--- config.mk ---
export PLATFORM = sky130hd
export DESIGN_NAME = mac_readout
export DESIGN_NICKNAME = d
export VERILOG_FILES = /design/src/rtl/mac_readout.sv
export SDC_FILE = /design/constraint.sdc
export NUM_CORES = 1
export LEC_CHECK = 0
export BUFFER_PORTS_ARGS = -buffer_cell sky130_fd_sc_hd__buf_2
export CORE_AREA = 2 2 130 81
export DETAILED_ROUTE_END_ITERATION = 16
export DIE_AREA = 0 0 132 83
export HOLD_SLACK_MARGIN = 0.1
export MAX_ROUTING_LAYER = met4
export PLACE_DENSITY = 0.77
export SYNTH_ARGS = -nofsm -noshare
export SYNTH_HDL_FRONTEND = slang
export SYNTH_SLANG_ARGS = --single-unit
--- constraint.sdc ---
create_clock -name clk -period 2.5 [get_ports clk]
set_clock_uncertainty 0.2 [all_clocks]
set_input_delay 0.125 -clock clk [delete_from_list [all_inputs] [get_ports clk]]
set_output_delay 0.125 -clock clk [all_outputs]
set_load 0.1 [all_outputs]
--- src/rtl/mac_readout.sv ---
// Accumulator readout: rounds a signed fixed-point MAC sum to the output format,
// saturates it and queues it in a small FIFO. Optional macro: MAC_READOUT_RELU_EN.
module mac_readout #(
  parameter int ACCUM_WIDTH = 32,
  parameter int ACCUM_FRAC  = 16,
  parameter int OUT_WIDTH   = 16,
  parameter int OUT_FRAC    = 10,
  parameter int DEPTH       = 4
) (
  input  logic                   clk,
  input  logic                   rst_n,
  input  logic [ACCUM_WIDTH-1:0] acc_in,
  input  logic                   acc_valid,
  input  logic                   acc_last,
  input  logic                   flush,
  input  logic                   clear_err,
  output logic [OUT_WIDTH-1:0]   out_data,
  output logic                   out_sat,
  output logic                   out_valid,
  input  logic                   out_ready,
  output logic                   almost_full,
  output logic                   overflow_err
);

  localparam int S  = ACCUM_FRAC - OUT_FRAC;
  localparam int PW = $clog2(DEPTH);
  localparam int CW = PW + 1;
  localparam logic [ACCUM_WIDTH:0] RND      = {{ACCUM_WIDTH{1'b0}}, 1'b1} << (S - 1);
  localparam logic [PW-1:0]        PTR_ONE  = PW'(1'b1);
  localparam logic [CW-1:0]        CNT_ONE  = CW'(1'b1);
  localparam logic [CW-1:0]        CNT_FULL = CW'(DEPTH);
  localparam logic [CW-1:0]        CNT_AF   = CW'(DEPTH - 1);

  // Returns {sat, value}: clamp the shifted sum into the signed output range.
  function automatic logic [OUT_WIDTH:0] requant(input logic [ACCUM_WIDTH:0] q);
    logic [ACCUM_WIDTH-OUT_WIDTH+1:0] hi;
    logic [OUT_WIDTH:0]               r;
    hi = q[ACCUM_WIDTH:OUT_WIDTH-1];
`ifdef MAC_READOUT_RELU_EN
    if (q[ACCUM_WIDTH]) begin
      r = {(OUT_WIDTH+1){1'b0}};
    end else if (~|hi) begin
      r = {1'b0, q[OUT_WIDTH-1:0]};
    end else begin
      r = {1'b1, 1'b0, {(OUT_WIDTH-1){1'b1}}};
    end
`else
    if ((&hi) || (~|hi)) begin
      r = {1'b0, q[OUT_WIDTH-1:0]};
    end else if (q[ACCUM_WIDTH]) begin
      r = {1'b1, 1'b1, {(OUT_WIDTH-1){1'b0}}};
    end else begin
      r = {1'b1, 1'b0, {(OUT_WIDTH-1){1'b1}}};
    end
`endif
    return r;
  endfunction

  logic signed [ACCUM_WIDTH:0] sum_s;
  logic signed [ACCUM_WIDTH:0] q_s;
  logic        [OUT_WIDTH:0]   res_s;
  logic                        capture_s, pop_s, full_s, push_s, drop_s;
  logic        [OUT_WIDTH:0]   head_s;

  logic                        s1_valid_r;
  logic        [OUT_WIDTH:0]   s1_res_r;
  logic        [OUT_WIDTH:0]   mem_r [DEPTH];
  logic        [PW-1:0]        wr_ptr_r, rd_ptr_r;
  logic        [CW-1:0]        count_r;
  logic                        err_r;

  // Round half toward +inf, then requantize.
  always_comb begin
    sum_s = $signed({acc_in[ACCUM_WIDTH-1], acc_in}) + $signed(RND);
    q_s   = sum_s >>> S;
    res_s = requant(q_s);
  end

  assign capture_s = acc_valid && acc_last && !flush;
  assign full_s    = (count_r == CNT_FULL);
  assign pop_s     = out_valid && out_ready && !flush;
  assign push_s    = s1_valid_r && (!full_s || pop_s) && !flush;
  assign drop_s    = s1_valid_r && full_s && !pop_s && !flush;
  assign head_s    = mem_r[rd_ptr_r];

  // Stage-1 result register.
  always_ff @(posedge clk or negedge rst_n) begin
    if (!rst_n) begin
      s1_valid_r <= 1'b0;
      s1_res_r   <= {(OUT_WIDTH+1){1'b0}};
    end else begin
      s1_valid_r <= capture_s;
      if (capture_s) begin
        s1_res_r <= res_s;
      end else begin
        s1_res_r <= s1_res_r;
      end
    end
  end

  // FIFO storage; empty slots are masked at the output, so no reset needed.
  always_ff @(posedge clk) begin
    if (push_s) begin
      mem_r[wr_ptr_r] <= s1_res_r;
    end
  end

  // FIFO pointers and occupancy; pointers wrap naturally since DEPTH is a power of two.
  always_ff @(posedge clk or negedge rst_n) begin
    if (!rst_n) begin
      wr_ptr_r <= {PW{1'b0}};
      rd_ptr_r <= {PW{1'b0}};
      count_r  <= {CW{1'b0}};
    end else if (flush) begin
      wr_ptr_r <= {PW{1'b0}};
      rd_ptr_r <= {PW{1'b0}};
      count_r  <= {CW{1'b0}};
    end else begin
      if (push_s) wr_ptr_r <= wr_ptr_r + PTR_ONE;
      if (pop_s)  rd_ptr_r <= rd_ptr_r + PTR_ONE;
      case ({push_s, pop_s})
        2'b10:   count_r <= count_r + CNT_ONE;
        2'b01:   count_r <= count_r - CNT_ONE;
        default: count_r <= count_r;
      endcase
    end
  end

  // Sticky drop flag; a same-cycle drop beats clear_err.
  always_ff @(posedge clk or negedge rst_n) begin
    if (!rst_n) begin
      err_r <= 1'b0;
    end else if (drop_s) begin
      err_r <= 1'b1;
    end else if (clear_err) begin
      err_r <= 1'b0;
    end else begin
      err_r <= err_r;
    end
  end

  assign out_valid    = (count_r != {CW{1'b0}});
  assign out_data     = out_valid ? head_s[OUT_WIDTH-1:0] : {OUT_WIDTH{1'b0}};
  assign out_sat      = out_valid ? head_s[OUT_WIDTH] : 1'b0;
  assign almost_full  = (count_r >= CNT_AF);
  assign overflow_err = err_r;

endmodule

# [Yosys cells after proc, flatten, opt, wreduce, memory -nomap -nowiden]
# Memories as Yosys holds them, arrays and structs flattened.
# Cells that the tools add are included.
[totals] ramBits=68 mem_count=1 word_cells=52 inputBits=39 output_inout_bits=20 reg_bits=26
[classes] reduce_logical=22 magnitude_cmp=1 n_addsub=5 n_eq_ne=3 muxes=14
[mem_list] memory="mem_r" depth=4 width=17 rd=1 rd_ports_with_merged_regs=0 wr=1 line="67" text="logic [OUT_WIDTH:0] mem_r [DEPTH];"
[op_table] operator="$add A32 B7 Y33 const B" count=1
[op_table] operator="$mux W16" count=2
[op_table] operator="$mux W17" count=1
[op_table] operator="$reduce_and A12 Y1" count=1
[op_table] operator="$reduce_or A12 Y1" count=1
[op_table] operator="$logic_and A1 B1 Y1" count=9
[op_table] operator="$mux W2" count=4
[op_table] operator="$pmux W3 S2" count=1
[op_table] operator="$reduce_bool A2 Y1" count=3
[op_table] operator="$reduce_bool A3 Y1" count=2
[op_table] operator="$mux W1" count=5
[op_table] operator="$add A2 B1 Y2 const B" count=2
[op_table] operator="$logic_not A1 Y1" count=4
[op_table] operator="$add A3 B1 Y3 const B" count=1
[op_table] operator="$eq A3 B3 Y1 const B" count=1
[op_table] operator="$ge A3 B2 Y1 const B" count=1
[op_table] operator="$mux W3" count=1
[op_table] operator="$sub A3 B1 Y3 const B" count=1
[op_table] operator="$eq A2 B1 Y1 const B" count=1
[op_table] operator="$eq A2 B2 Y1 const B" count=1
[op_table] operator="$logic_or A1 B1 Y1" count=2

# [Logic depth before layout (Yosys ltp)]
[depth] depth_word=9 mapped_depth=10 mapped_depth_nobuf=8

# [Worst setup path before layout]
# No wires, ideal clock.
[synth_path] kind="register to output" from="reg count_r[0]" to="out out_data[10]" path_buffers=1 required_ps=2175 stages_incl_launch_ff=4 path_slack_ps=-287 t_arrival_ps=2462 path_cell_list="dfrtp_1 or3_1 clkbuf_1 and2_1"
[synth_between] elab_chain_len=2
[synth_rtl] item="start, declared" line="69" text="logic [CW-1:0] count_r;"
[synth_rtl] item="start signal, assigned" line="113" text="count_r <= {CW{1'b0}};"
[synth_rtl] item="start signal, assigned" line="117" text="count_r <= {CW{1'b0}};"
[synth_rtl] item="start signal, assigned" line="122" text="2'b10: count_r <= count_r + CNT_ONE;"
[synth_rtl] item="$reduce_bool A3 Y1" line="142" text="assign out_valid = (count_r != {CW{1'b0}});"
[synth_rtl] item="via out_valid" line="19" text="output logic out_valid,"
[synth_rtl] item="$mux W16" line="143" text="assign out_data = out_valid ? head_s[OUT_WIDTH-1:0] : {OUT_WIDTH{1'b0}};"
[synth_rtl] item="end, declared" line="17" text="output logic [OUT_WIDTH-1:0] out_data,"
# The timed path passes the listed nets, and every way through them passes these cells.

# [Worst setup path in the final report]
[layout_path] from="in acc_in[13]" to="reg s1_res_r[9]"
[layout_between] elab_chain_len=5 elab_cells_between_ends=7 cone_classes="1 x add/sub; 2 x mux; 4 x reduce/logical"
[layout_rtl] item="start, declared" line="12" text="input logic [ACCUM_WIDTH-1:0] acc_in,"
[layout_rtl] item="$add A32 B7 Y33 *" line="74" text="sum_s = $signed({acc_in[ACCUM_WIDTH-1], acc_in}) + $signed(RND);"
[layout_rtl] item="$reduce_or A12 Y1" line="48" text="if ((&hi) || (~|hi)) begin"
[layout_rtl] item="$logic_not A1 Y1" line="48"
[layout_rtl] item="$logic_or A1 B1 Y1" line="48"
[layout_rtl] item="$mux W17 *" line="48"
[layout_rtl] item="end signal, assigned" line="90" text="s1_res_r <= {(OUT_WIDTH+1){1'b0}};"
[layout_rtl] item="end signal, assigned" line="94" text="s1_res_r <= res_s;"
[layout_rtl] item="end signal, assigned" line="96" text="s1_res_r <= s1_res_r;"
[layout_rtl] item="end, declared" line="66" text="logic [OUT_WIDTH:0] s1_res_r;"
# Mark *: on every way between the ends. The rest lies on a longest branch, timed or not.
# A chain may end at the register's enable or synchronous reset.

==> impl_metrics.yaml <==
critical_path:
  rr_worst_depth: 6
  r2r-start: "count_r[2]$_DFFE_PN0P_"
  crit_arrival_ns: 2.44
  cpPeakStageDelay_ns: 0.56
  critPathRequiredTime_ns: 2.57
  critPathKind: "in -> reg"
  cp.depth: 9
  cp_top_family: "simple AND/OR/NAND/NOR gates"
  rr_endpoint: "count_r[1]$_DFFE_PN0P_"
  worstSetupStartpoint: "acc_in[13]"
  reg2reg_slack_ns: 0.31
  path_cells: "buf_2 > nand3_2 > or4_4 > or3_1 > o31a_2 > nor2_8 > o21ai_4 > buf_12 > nand3_1"
  cp_slowest_cell: "or4_4"
  cp_max_fo: 15
  crit_buf_inv: 2
  worstSetupEndpointType: "flip-flop"
  cp-start-kind: "input port"
status:
  status: "complete, no violations"
clock_network:
  h-tree-depth: 3
  cts_buffer_depth: 2
  clock_sinks: 94
  cts_tree: "built"
  clkTransAtPathRegs_ns: 0.06
  cts_inserted_buffers: 9
  ctsRootBufferMaster: "clkbuf_16"
  clk_latency_ns: 0.34
pwr:
  ir_drop_mv: 0.506
  cellPowerDensity_nw_per_um2: 637
  p_switching_uw: 971
  p_clk_frac: 0.349
  p_int_uw: 2760
  power_frac_comb: 0.147
  p_sw_frac: 0.260
  p_seq_frac: 0.503
  leakagePower_uw: 0.00224
global_routing:
  antenna_found_initial: 0
  grt_pass1_vias: 3367
  grt_first_pass_wirelength_mm: 17.8
  track_usage: 0.214
  overflow: 0
  grt_max_degree: 31
placed_design:
  io_buffers: 53
  routabilityCongestion: 1.03
  hpwlAfterDp_mm: 7.72
  placed_area_sq_um: 5430
  pre_cts_ws_ns: -0.311
layout:
  layout-area-overhead-vs-synth_pct: 22.5
  final_area_sq_um: 5850
  drive_gt1_frac: 0.312
  diodes: 0
  nFillCells: 777
  nets: 518
  multi_input_comb_area_sq_um: 1960
  ff_latch_area_sq_um: 2690
  final_cell_mix: "edfxtp_1, buf_2, buf_4, nand3_1, nand2_1"
  layout_commonest_cell: "edfxtp_1"
logic_synthesis:
  ys.flop_type: "edfxtp_1"
  synth_edf_count: 68
  ys_warn_count: 0
  synth_cell_types: 60
  yosysSeqAreaShare: 0.564
  async_flop_share: 0.277
  synth-seq-cells: 94
  postSynthAreaPerCell_sq_um: 12.6
  synth_cells: 378
  synth_nets: 423
  syn_area_sq_um: 4780
sta:
  fmax_mhz: 421
  relSlewSlack: 0.582
  final_hold_viol_count: 0
  fin_ws_ns: 0.127
  slew_viol_final: 0
  period_needed_ns: 2.37
  period_share: 0.949
  rsz0062_at_grt: "no"
  final-setup-viol-count: 0
  worst_pin_slew_ns: 0.621
floorplan:
  die_area_sq_um: 11000
  die_width_um: 132
  initial_utilization: 0.492
  die_h_um: 83
  rows: 28
  core_area_sq_um: 9700
  pin_count: 59
detailed_routing:
  drt_iter0_drc: 355
  drt-total-wl_mm: 10.6
  avgRoutedWirePerCell_um: 17.4
  num_vias: 3386
  drcViolationCount: 0
  firstDrtPassIters: 5
  ant_nets: 0
  viasPerCell: 5.52
job:
  drv_cap: 0
hold_path:
  min_path_type: "in -> async"
synth_stat cells, drive strengths merged, types with 2 or more instances:
cell type,n,area (sq um)
xnor2,9,78.8
buf,7,57.5
o32ai,2,17.5
mux4,17,383
clkbuf,10,37.5
or4,2,18.8
a221oi,5,43.8
nand3,37,220
a31oi,3,18.8
nor3b,3,22.5
a211oi,3,22.5
and3,4,25.0
dfrtp,26,651
o31ai,2,28.8
edfxtp,68,2040
or3,7,45.1
nand3b,3,22.5
a22oi,7,52.6
and2,22,138
ha,5,62.6
o2111ai,2,17.5
a21oi,5,25.0
inv,9,33.8
xor2,11,104
o22ai,2,12.5
nor4,7,58.8
nand2b,2,12.5
nand4,8,56.3
nor2,28,121
or2,2,12.5
nand2,32,128
o21ai,6,41.3
nor3,9,45.0
routing by layer:
metal	part of all wire	vias to the layer above	track usage
met4	0.0066	0	0.0415
met1	0.47	1629	0.310
met2	0.45	124	0.308
met3	0.072	10	0.0562
li1	-	1623	-
met5	0	-	-
through the flow:
| stage | cells | util | total power, uW | setup TNS (ns) | hold WS (ns) |
|---|---|---|---|---|---|
| after floorplan | 378 | - | 2250 | 0 | -0.371 |
| after global placement | 584 | 0.559 | 2410 | -2.68 | -0.0162 |
| after detailed placement | 584 | 0.559 | 2440 | -4.04 | -0.0199 |
| after CTS | 612 | 0.601 | 3760 | 0 | 0.109 |
| after global routing | 613 | 0.603 | 3880 | 0 | 0.152 |
| final | 613 | 0.603 | 3730 | 0 | 0.129 |
sequential cells by signal, summed over array words and instances (netlist names):
register / count
mem_r: 68
s1_res_r: 17
count_r: 3
rd_ptr_r: 2
wr_ptr_r: 2
overflow_err: 1
s1_valid_r: 1
cell type report:
class,count,area share
Clock buffer,11,0.0398
Clock inverter,5,0.00877
Inverter,9,0.00577
Multi-Input combinational cell,258,0.336
Sequential cell,94,0.460
Tap cell,135,0.0289
Timing Repair Buffer,101,0.121
cells by family after synthesis:
kind of cell | count (synthesis) | synth area share
fa+ha+maj | 6 | 0.0173
flops | 94 | 0.564
mux | 18 | 0.0823
compound gates | 45 | 0.0726
simple gates | 169 | 0.199
xor+xnor | 20 | 0.0383
buf+inv | 26 | 0.0270
worst max-delay path by stage:
stage	to	slack, ns
floorplan	s1_res_r[2]$_DFFE_PN0P_	0.01
global placement	s1_res_r[9]$_DFFE_PN0P_	-0.21
detailed placement	s1_res_r[9]$_DFFE_PN0P_	-0.31
CTS	out_data[13]	0.02
global route	s1_res_r[10]$_DFFE_PN0P_	0.02
finish	s1_res_r[9]$_DFFE_PN0P_	0.13
timing repair:
item	CTS	global route
endpoints found under the setup margin	0	28
gates resized for setup	0	1
setup buffers	0	1
hold buffers	12	0
endpoints found under the hold margin	41	0
power by group through the flow:
stage               clock (uW)  sequential (uW)  combinational [uW]
CTS                       1330             1880                 547
detailed placement           0             1910                 531
global route              1400             1890                 595
global placement             0             1900                 517
finish                    1300             1880                 549
floorplan                    0             1870                 377
Note: power is estimated with default switching activity, not from simulation.
